$ cat src/rtl/limn2600_bus_pkg.sv
`default_nettype none
// ============================================================================
//  Module      : limn2600_bus_pkg
//  Description : Shared definitions for the Limn2600 cs/we/rdy bus initiators.
//                Bus widths, the word size in bytes, and the DMA copier state
//                encoding.
//  Revision    : 1.0 - initial release
// ============================================================================
package limn2600_bus_pkg;

    localparam int BUS_ADDR_W = 32;
    localparam int BUS_DATA_W = 32;
    localparam int BUS_LEN_W  = 16;
    localparam int WORD_BYTES = 4;

    typedef enum logic [2:0] {
        IDLE  = 3'd0,
        RD    = 3'd1,
        GAP_R = 3'd2,
        WR    = 3'd3,
        GAP_W = 3'd4,
        FIN   = 3'd5
    } dma_state_t;

endpackage : limn2600_bus_pkg
`default_nettype wire

$ cat src/rtl/limn2600_bus_initiator_port.sv
`default_nettype none
// ============================================================================
//  Module      : limn2600_bus_initiator_port
//  Description : Registered initiator side of the Limn2600 bus. A one-cycle
//                request launches a transfer; cs/we/addr/data_out are then
//                held until the responder strobes rdy or the wait timer
//                expires. Read data is captured on the completing edge.
//  Revision    : 1.0 - initial release
//
//  Ports
//    clk, rst_n        clock, asynchronous active-low reset
//    i_req             launch a transfer this edge (only while cs is low)
//    i_we/i_addr/i_wdata  transfer attributes sampled with i_req
//    o_ack             cs=1 and rdy=1: transfer completes on this edge
//    o_timeout         cs held TIMEOUT cycles without rdy; cs drops this edge
//    o_rdata           last captured read word
//    o_cs/o_we/o_addr/o_data_out  bus outputs
//    i_data_in/i_rdy   bus inputs from the responder
// ============================================================================
module limn2600_bus_initiator_port
    import limn2600_bus_pkg::*;
#(
    parameter int ADDR_W  = BUS_ADDR_W,
    parameter int DATA_W  = BUS_DATA_W,
    parameter int TIMEOUT = 255
) (
    input  logic              clk,
    input  logic              rst_n,
    input  logic              i_req,
    input  logic              i_we,
    input  logic [ADDR_W-1:0] i_addr,
    input  logic [DATA_W-1:0] i_wdata,
    output logic              o_ack,
    output logic              o_timeout,
    output logic [DATA_W-1:0] o_rdata,
    output logic              o_cs,
    output logic              o_we,
    output logic [ADDR_W-1:0] o_addr,
    output logic [DATA_W-1:0] o_data_out,
    input  logic [DATA_W-1:0] i_data_in,
    input  logic              i_rdy
);

    // Wide enough to hold TIMEOUT-1; a 1-bit counter when the timeout is
    // disabled or trivially short.
    localparam int TMR_W = (TIMEOUT < 2) ? 1 : $clog2(TIMEOUT + 1);

    logic              r_cs;
    logic              r_we;
    logic [ADDR_W-1:0] r_addr;
    logic [DATA_W-1:0] r_wdata;
    logic [DATA_W-1:0] r_rdata;
    logic [TMR_W-1:0]  r_timer;

    logic              w_ack;
    logic              w_timeout;

    // rdy outside a cs window is ignored by construction.
    assign w_ack = r_cs & i_rdy;

    generate
        if (TIMEOUT != 0) begin : g_timeout_en
            // Fires in the TIMEOUT-th consecutive cycle of cs without rdy, so
            // cs is seen high for exactly TIMEOUT cycles.
            assign w_timeout = r_cs & ~i_rdy & (r_timer == TMR_W'(TIMEOUT - 1));
        end else begin : g_timeout_dis
            assign w_timeout = 1'b0;
        end
    endgenerate

    always_ff @(posedge clk or negedge rst_n) begin
        if (!rst_n) begin
            r_cs    <= 1'b0;
            r_we    <= 1'b0;
            r_addr  <= '0;
            r_wdata <= '0;
            r_rdata <= '0;
            r_timer <= '0;
        end else begin
            if (i_req) begin
                r_cs    <= 1'b1;
                r_we    <= i_we;
                r_addr  <= i_addr;
                r_wdata <= i_wdata;
                r_timer <= '0;
            end else if (w_ack || w_timeout) begin
                // Attributes stay parked; only cs frames the transfer.
                r_cs <= 1'b0;
            end else if (r_cs) begin
                r_timer <= r_timer + TMR_W'(1);
            end

            if (w_ack && !r_we) begin
                r_rdata <= i_data_in;
            end
        end
    end

    assign o_ack      = w_ack;
    assign o_timeout  = w_timeout;
    assign o_rdata    = r_rdata;
    assign o_cs       = r_cs;
    assign o_we       = r_we;
    assign o_addr     = r_addr;
    assign o_data_out = r_wdata;

endmodule : limn2600_bus_initiator_port
`default_nettype wire

$ cat src/rtl/limn2600_dma_copier.sv
`default_nettype none
// ============================================================================
//  Module      : limn2600_dma_copier
//  Description : Word-granular memory-to-memory copy engine acting as a bus
//                initiator. Each word is one read followed by one write, with
//                a single idle cs cycle between transfers.
//  Revision    : 1.0 - initial release
//
//  Ports
//    clk, rst_n        clock, asynchronous active-low reset
//    i_start           copy request, honoured only while idle
//    i_src/i_dst       byte addresses, low two bits ignored
//    i_len             word count
//    i_abort           stop at the next write boundary
//    o_busy            copy in progress
//    o_done            one-cycle completion pulse
//    o_err             sticky timeout flag, cleared by the next accepted start
//    o_remaining       words not yet written
//    o_cs/o_we/o_addr/o_data_out, i_data_in/i_rdy  Limn2600 bus
// ============================================================================
module limn2600_dma_copier
    import limn2600_bus_pkg::*;
#(
    parameter int ADDR_W  = BUS_ADDR_W,
    parameter int DATA_W  = BUS_DATA_W,
    parameter int LEN_W   = BUS_LEN_W,
    parameter int TIMEOUT = 255
) (
    input  logic              clk,
    input  logic              rst_n,
    input  logic              i_start,
    input  logic [ADDR_W-1:0] i_src,
    input  logic [ADDR_W-1:0] i_dst,
    input  logic [LEN_W-1:0]  i_len,
    input  logic              i_abort,
    output logic              o_busy,
    output logic              o_done,
    output logic              o_err,
    output logic [LEN_W-1:0]  o_remaining,
    output logic              o_cs,
    output logic              o_we,
    output logic [ADDR_W-1:0] o_addr,
    output logic [DATA_W-1:0] o_data_out,
    input  logic [DATA_W-1:0] i_data_in,
    input  logic              i_rdy
);

    localparam logic [ADDR_W-1:0] C_WORD_INC   = ADDR_W'(WORD_BYTES);
    localparam logic [ADDR_W-1:0] C_ALIGN_MASK = ~ADDR_W'(WORD_BYTES - 1);

    dma_state_t        r_state;
    logic [ADDR_W-1:0] r_src;
    logic [ADDR_W-1:0] r_dst;
    logic [LEN_W-1:0]  r_remaining;
    logic              r_busy;
    logic              r_done;
    logic              r_err;
    logic              r_abort;

    logic [ADDR_W-1:0] w_src_al;
    logic [ADDR_W-1:0] w_dst_al;
    logic              w_stop;
    logic              w_req;
    logic              w_req_we;
    logic [ADDR_W-1:0] w_req_addr;
    logic              w_ack;
    logic              w_timeout;
    logic [DATA_W-1:0] w_buffer;

    assign w_src_al = i_src & C_ALIGN_MASK;
    assign w_dst_al = i_dst & C_ALIGN_MASK;

    // An abort arriving in the GAP_W cycle itself still stops at this
    // boundary rather than costing another full word.
    assign w_stop = (r_remaining == '0) | r_abort | i_abort;

    // Bus launches coincide with the state transition into RD/WR so that cs
    // is high for the whole time the FSM sits in RD/WR.
    always_comb begin
        w_req      = 1'b0;
        w_req_we   = 1'b0;
        w_req_addr = r_src;
        case (r_state)
            IDLE: begin
                if (i_start && (i_len != '0)) begin
                    w_req      = 1'b1;
                    w_req_addr = w_src_al;
                end
            end
            GAP_R: begin
                w_req      = 1'b1;
                w_req_we   = 1'b1;
                w_req_addr = r_dst;
            end
            GAP_W: begin
                if (!w_stop) begin
                    w_req = 1'b1;
                end
            end
            default: ;
        endcase
    end

    always_ff @(posedge clk or negedge rst_n) begin
        if (!rst_n) begin
            r_state     <= IDLE;
            r_src       <= '0;
            r_dst       <= '0;
            r_remaining <= '0;
            r_busy      <= 1'b0;
            r_done      <= 1'b0;
            r_err       <= 1'b0;
            r_abort     <= 1'b0;
        end else begin
            r_done <= 1'b0;
            if (i_abort && (r_state != IDLE)) begin
                r_abort <= 1'b1;
            end

            case (r_state)
                IDLE: begin
                    r_abort <= 1'b0;
                    if (i_start) begin
                        r_src       <= w_src_al;
                        r_dst       <= w_dst_al;
                        r_remaining <= i_len;
                        r_err       <= 1'b0;
                        r_busy      <= 1'b1;
                        r_state     <= (i_len == '0) ? FIN : RD;
                    end
                end
                RD: begin
                    // Timeout and ack are mutually exclusive (timeout needs !rdy).
                    if (w_timeout) begin
                        r_err   <= 1'b1;
                        r_state <= FIN;
                    end else if (w_ack) begin
                        r_src   <= r_src + C_WORD_INC;
                        r_state <= GAP_R;
                    end
                end
                GAP_R: begin
                    r_state <= WR;
                end
                WR: begin
                    if (w_timeout) begin
                        r_err   <= 1'b1;
                        r_state <= FIN;
                    end else if (w_ack) begin
                        r_dst       <= r_dst + C_WORD_INC;
                        r_remaining <= r_remaining - LEN_W'(1);
                        r_state     <= GAP_W;
                    end
                end
                GAP_W: begin
                    r_state <= w_stop ? FIN : RD;
                end
                FIN: begin
                    // done/busy are registered, so the pulse lands in the
                    // first IDLE cycle with busy already low.
                    r_done  <= 1'b1;
                    r_busy  <= 1'b0;
                    r_abort <= 1'b0;
                    r_state <= IDLE;
                end
                default: begin
                    r_state <= IDLE;
                end
            endcase
        end
    end

    limn2600_bus_initiator_port #(
        .ADDR_W  (ADDR_W),
        .DATA_W  (DATA_W),
        .TIMEOUT (TIMEOUT)
    ) u_port (
        .clk        (clk),
        .rst_n      (rst_n),
        .i_req      (w_req),
        .i_we       (w_req_we),
        .i_addr     (w_req_addr),
        .i_wdata    (w_buffer),
        .o_ack      (w_ack),
        .o_timeout  (w_timeout),
        .o_rdata    (w_buffer),
        .o_cs       (o_cs),
        .o_we       (o_we),
        .o_addr     (o_addr),
        .o_data_out (o_data_out),
        .i_data_in  (i_data_in),
        .i_rdy      (i_rdy)
    );

    assign o_busy      = r_busy;
    assign o_done      = r_done;
    assign o_err       = r_err;
    assign o_remaining = r_remaining;

endmodule : limn2600_dma_copier
`default_nettype wire

$ cat config.mk
export PLATFORM = sky130hd
export DESIGN_NAME = limn2600_dma_copier
export DESIGN_NICKNAME = d
export VERILOG_FILES = /design/src/rtl/limn2600_bus_pkg.sv /design/src/rtl/limn2600_bus_initiator_port.sv /design/src/rtl/limn2600_dma_copier.sv
export SDC_FILE = /design/constraint.sdc
export NUM_CORES = 1
export LEC_CHECK = 0
export CORE_MARGIN = 1
export CORE_UTILIZATION = 25
export CTS_CLUSTER_DIAMETER = 60
export DETAILED_ROUTE_END_ITERATION = 16
export GPL_ROUTABILITY_DRIVEN = 0
export HOLD_SLACK_MARGIN = 0.05
export PLACE_DENSITY_LB_ADDON = 0.3
export SKIP_CTS_REPAIR_TIMING = 1
export SLEW_MARGIN = 5
export SYNTH_ARGS = -nofsm -noshare
export SYNTH_HDL_FRONTEND = slang
export SYNTH_SLANG_ARGS = --single-unit
$ cat constraint.sdc
create_clock -name clk -period 5.97 [get_ports clk]
set_input_delay 1.194 -clock clk [delete_from_list [all_inputs] [get_ports clk]]
set_output_delay 1.194 -clock clk [all_outputs]
set_load 0.01 [all_outputs]
==> summary.log <==
INFO  clock_tree     clock-root-buffer=sky130_fd_sc_hd__clkbuf_16
INFO  flow_run       cap_viol_max_count=0
INFO  timing         setup_repair_after_global_routing_missed_its_margin=no
INFO  global_route   total_grt_overflow=0
INFO  clock_tree     h-tree-depth=4
INFO  placed_design  numPortBuffers=197
INFO  synth          synth_area_leader_cell=sky130_fd_sc_hd__dfrtp_1
INFO  timing         worst_slew_margin_relative_to_its_limit=32.23%
INFO  power          power.switching=2.730mW
INFO  floorplan      fp.dieArea=39150um2
INFO  power          pwr-share-seq=38.4%
INFO  synth          synth-seq-area-share=49.05%
INFO  drt            drt_iter0_markers=623
INFO  timing         timing_hold_violations_final=0
INFO  synth          synth.top_cells.by_count=sky130_fd_sc_hd__dfrtp_1, sky130_fd_sc_hd__a21oi_1, sky130_fd_sc_hd__nand2_1
INFO  power          power.total=6.684mW
INFO  worst_setup_path crit_path_end_kind=register
INFO  synth          synthFlopType=sky130_fd_sc_hd__dfrtp_1
INFO  drt            drt_drc=0
INFO  synth          synth.top_cell.area_share=49.05%
INFO  power          p_clk_share=17.4%
INFO  global_route   grt_start_max_net_pins=102
INFO  drt            route.detailed.vias_per_inst=5.091
INFO  synth          yosys_warnings=0
INFO  clock_tree     cts_tree=yes
INFO  synth          postSynthRegisterBits=188
INFO  timing         timing.final.crit_period=3.832ns
INFO  drt            postRouteAntennaNets=0
INFO  clock_tree     tritoncts.num_buffers=17
INFO  worst_setup_path cells_traversed_along_the_worst_timing_path=clkdlybuf4s50_1 > nor4_1 > and4_1 > o31ai_4 > buf_4 > nor2_8 > buf_4 > o2bb2ai_1
INFO  drt            dr_total_vias=8456
INFO  clock_tree     worst_path_clk_slew=0.08ns
INFO  synth          synthDistinctLibCells=60
INFO  worst_setup_path timing.critical_path.required=6.33ns
INFO  layout         layout.nets=1258
INFO  run_status     run_status=complete, no violations
INFO  synth          synth_enable_flop_cells=0
INFO  global_route   first_global_vias=8259
INFO  drt            post_drt_wl_per_cell=18.94um
INFO  floorplan      die-height=197.9um
INFO  floorplan      floorplan.initialDensity=25.46%
INFO  global_route   antenna_found_initial=2
INFO  layout         syn_to_final_growth=31.49%
INFO  worst_setup_path max_stage_delay=0.62ns
INFO  timing         worst_pin_slew=1.007ns
INFO  floorplan      rows=71
INFO  worst_setup_path critPathBufInv=3
INFO  worst_setup_path critical_path.max_fanout=33
INFO  timing         fin_worst_skew=0.009151ns
INFO  synth          synthesis.nets=1104
INFO  timing         hold_ws=0.4835ns
INFO  drt            finalWirelength=31460um
INFO  worst_setup_path setup.worst_path.start_class=input port
INFO  power          switching_share=40.85%
INFO  synth          post_synth_inst_count=982
INFO  global_route   grt_pass1_wl=49240um
INFO  timing         min_period_over_period=64.19%
INFO  placed_design  post-dp-hpwl=21750um
INFO  worst_setup_path largest_delay_contributor_family_on_the_critical_path=simple AND/OR/NAND/NOR gates
INFO  worst_setup_path crit_path_top_delay_cell=sky130_fd_sc_hd__and4_1
INFO  synth          avgSynthCellArea=9.766um2
INFO  synth          syn-cell-area=9590um2
INFO  timing         maxSlewViolCount=0
INFO  global_route   groute.usage.overall=16.26%
INFO  synth          synth.area.top_cells=sky130_fd_sc_hd__dfrtp_1, sky130_fd_sc_hd__mux2_2, sky130_fd_sc_hd__a21oi_1
INFO  timing         totalNegativeSetupSlack=0ns
INFO  layout         layout-drive-gt1-share=10.88%
INFO  power          leakage_power_figure=4.793nW
INFO  synth          synthArstFlopShare=100.0%
INFO  clock_tree     cts_max_path_buffers=2
INFO  worst_setup_path cp_data_arrival_time=4.19ns
INFO  worst_setup_path crit_path_frequent_cell=sky130_fd_sc_hd__buf_4
INFO  clock_tree     clock-sinks=188
INFO  power          internal_power_of_the_cells=3.954mW
INFO  min_path       hp-class=register to register
INFO  timing         max_freq=260.9MHz
INFO  clock_tree     clock_insertion_delay_worst_skew=0.44ns
INFO  power          pwr_density_cell=530.0nW/um2
INFO  floorplan      core-area=37670um2
INFO  floorplan      die_width=197.9um
INFO  synth          synth.most_common_cell=sky130_fd_sc_hd__dfrtp_1
INFO  floorplan      ios=202
INFO  power          ir_worst_vdd=0.0002313V
INFO  worst_setup_path reg2reg_slack=2.77ns
INFO  layout         final_core_utilization=33.48%
INFO  drt            first_pass_iters=5
INFO  worst_setup_path criticalPathCategory=input port to register
INFO  power          power_frac_comb=44.2%
INFO  timing         setup-violations-final=0
-- state kept, by name (all words and copies together), names as in the netlist --
register / flops
o_busy: 1
o_done: 1
o_err: 1
o_remaining: 16
r_abort: 1
r_dst: 30
r_src: 30
r_state: 3
u_port.o_addr: 31
u_port.o_cs: 1
u_port.o_data_out: 32
u_port.o_rdata: 32
u_port.o_we: 1
u_port.r_timer: 8
-- power by group through the flow --
stage	registers, mW	logic, mW	clock network [mW]
finish	2.56	2.95	1.17
global route	2.66	3.27	1.25
CTS	2.55	2.98	1.21
detailed placement	2.57	2.97	0
global placement	2.55	2.93	0
floorplan	2.43	1.81	0
-- worst reg2reg max path: stages (launching register included) --
cell                        delay [ns]
sky130_fd_sc_hd__dfrtp_1          0.77
sky130_fd_sc_hd__or2_2            0.72
sky130_fd_sc_hd__o31ai_4          0.14
sky130_fd_sc_hd__buf_4            0.28
sky130_fd_sc_hd__nor2_8           0.55
sky130_fd_sc_hd__buf_4            0.47
sky130_fd_sc_hd__o2bb2ai_1        0.18
-- final cells by class --
class	count	area, um2
inverter	11	41.29
timing repair buffer	209	2078
sequential	188	4705
tap	511	639.4
clock inverter	14	143.9
antenna	1	2.502
multi-input combinational	709	4562
clock buffer	18	439.2
fill	3930	25060
-- metal layers --
layer  part of all wire [%]  global-route usage [%]
met5                  0.038                       0
met1                     47                   22.99
met3                    9.5                   5.723
met4                    1.1                   3.732
met2                     42                   23.49
-- worst paths after layout --
kind / from / endpoint / cells past startpoint
worst min-delay path: u_port.o_rdata[30]$_DFFE_PN0P_ / u_port.o_data_out[30]$_DFFE_PN0P_ / 1
worst max register to register: r_state[2]$_DFFE_PN0P_ / u_port.o_addr[26]$_DFFE_PN0P_ / 6
min in group asynchronous: rst_n / o_remaining[8]$_DFFE_PN0P_ / 1
worst max-delay path: i_len[4] / u_port.o_addr[26]$_DFFE_PN0P_ / 8
worst min register to register: u_port.o_rdata[30]$_DFFE_PN0P_ / u_port.o_data_out[30]$_DFFE_PN0P_ / 1
max in group asynchronous: rst_n / u_port.o_data_out[4]$_DFFE_PN0P_ / 2
-- cells in the final DEF (no fill, tap or decap), types with 5 or more instances in the layout --
| cell type | instances |
|---|---|
| sky130_fd_sc_hd__a21o_1 | 5 |
| sky130_fd_sc_hd__a21oi_1 | 113 |
| sky130_fd_sc_hd__a2bb2oi_1 | 14 |
| sky130_fd_sc_hd__a31o_2 | 5 |
| sky130_fd_sc_hd__a31oi_1 | 10 |
| sky130_fd_sc_hd__and2_1 | 8 |
| sky130_fd_sc_hd__and3_1 | 12 |
| sky130_fd_sc_hd__and4_1 | 10 |
| sky130_fd_sc_hd__buf_4 | 11 |
| sky130_fd_sc_hd__clkbuf_16 | 17 |
| sky130_fd_sc_hd__clkdlybuf4s50_1 | 196 |
| sky130_fd_sc_hd__dfrtp_1 | 188 |
| sky130_fd_sc_hd__ha_1 | 5 |
| sky130_fd_sc_hd__inv_1 | 11 |
| sky130_fd_sc_hd__inv_6 | 8 |
| sky130_fd_sc_hd__mux2_2 | 60 |
| sky130_fd_sc_hd__nand2_1 | 65 |
| sky130_fd_sc_hd__nand3_1 | 32 |
| sky130_fd_sc_hd__nand4_1 | 27 |
| sky130_fd_sc_hd__nor2_1 | 63 |
| sky130_fd_sc_hd__nor3_1 | 21 |
| sky130_fd_sc_hd__nor4_1 | 12 |
| sky130_fd_sc_hd__o211ai_1 | 6 |
| sky130_fd_sc_hd__o21ai_0 | 63 |
| sky130_fd_sc_hd__o22a_1 | 6 |
| sky130_fd_sc_hd__o22ai_1 | 45 |
| sky130_fd_sc_hd__o2bb2ai_1 | 32 |
| sky130_fd_sc_hd__o32ai_1 | 9 |
| sky130_fd_sc_hd__or3_1 | 12 |
| sky130_fd_sc_hd__xnor2_1 | 5 |
-- cells by family after synthesis --
logic type / share of synthesized area [%]
xor+xnor: 0.7306
buf+inv: 3.731
simple gates: 15.29
mux: 7.984
fa+ha+maj: 0.6523
compound gates: 22.56
flops: 49.05
-- per-stage QoR --
step / setup slack (ns) / instance area, um2 / std cells
after floorplan: 3.103 / 9590 / 982
after detailed placement: 1.570 / 12030 / 1628
after global routing: 1.915 / 12610 / 1660
after CTS: 2.046 / 12610 / 1660
final: 2.138 / 12610 / 1661
after global placement: 1.630 / 12030 / 1628
Power figures use the tool's default switching activity.
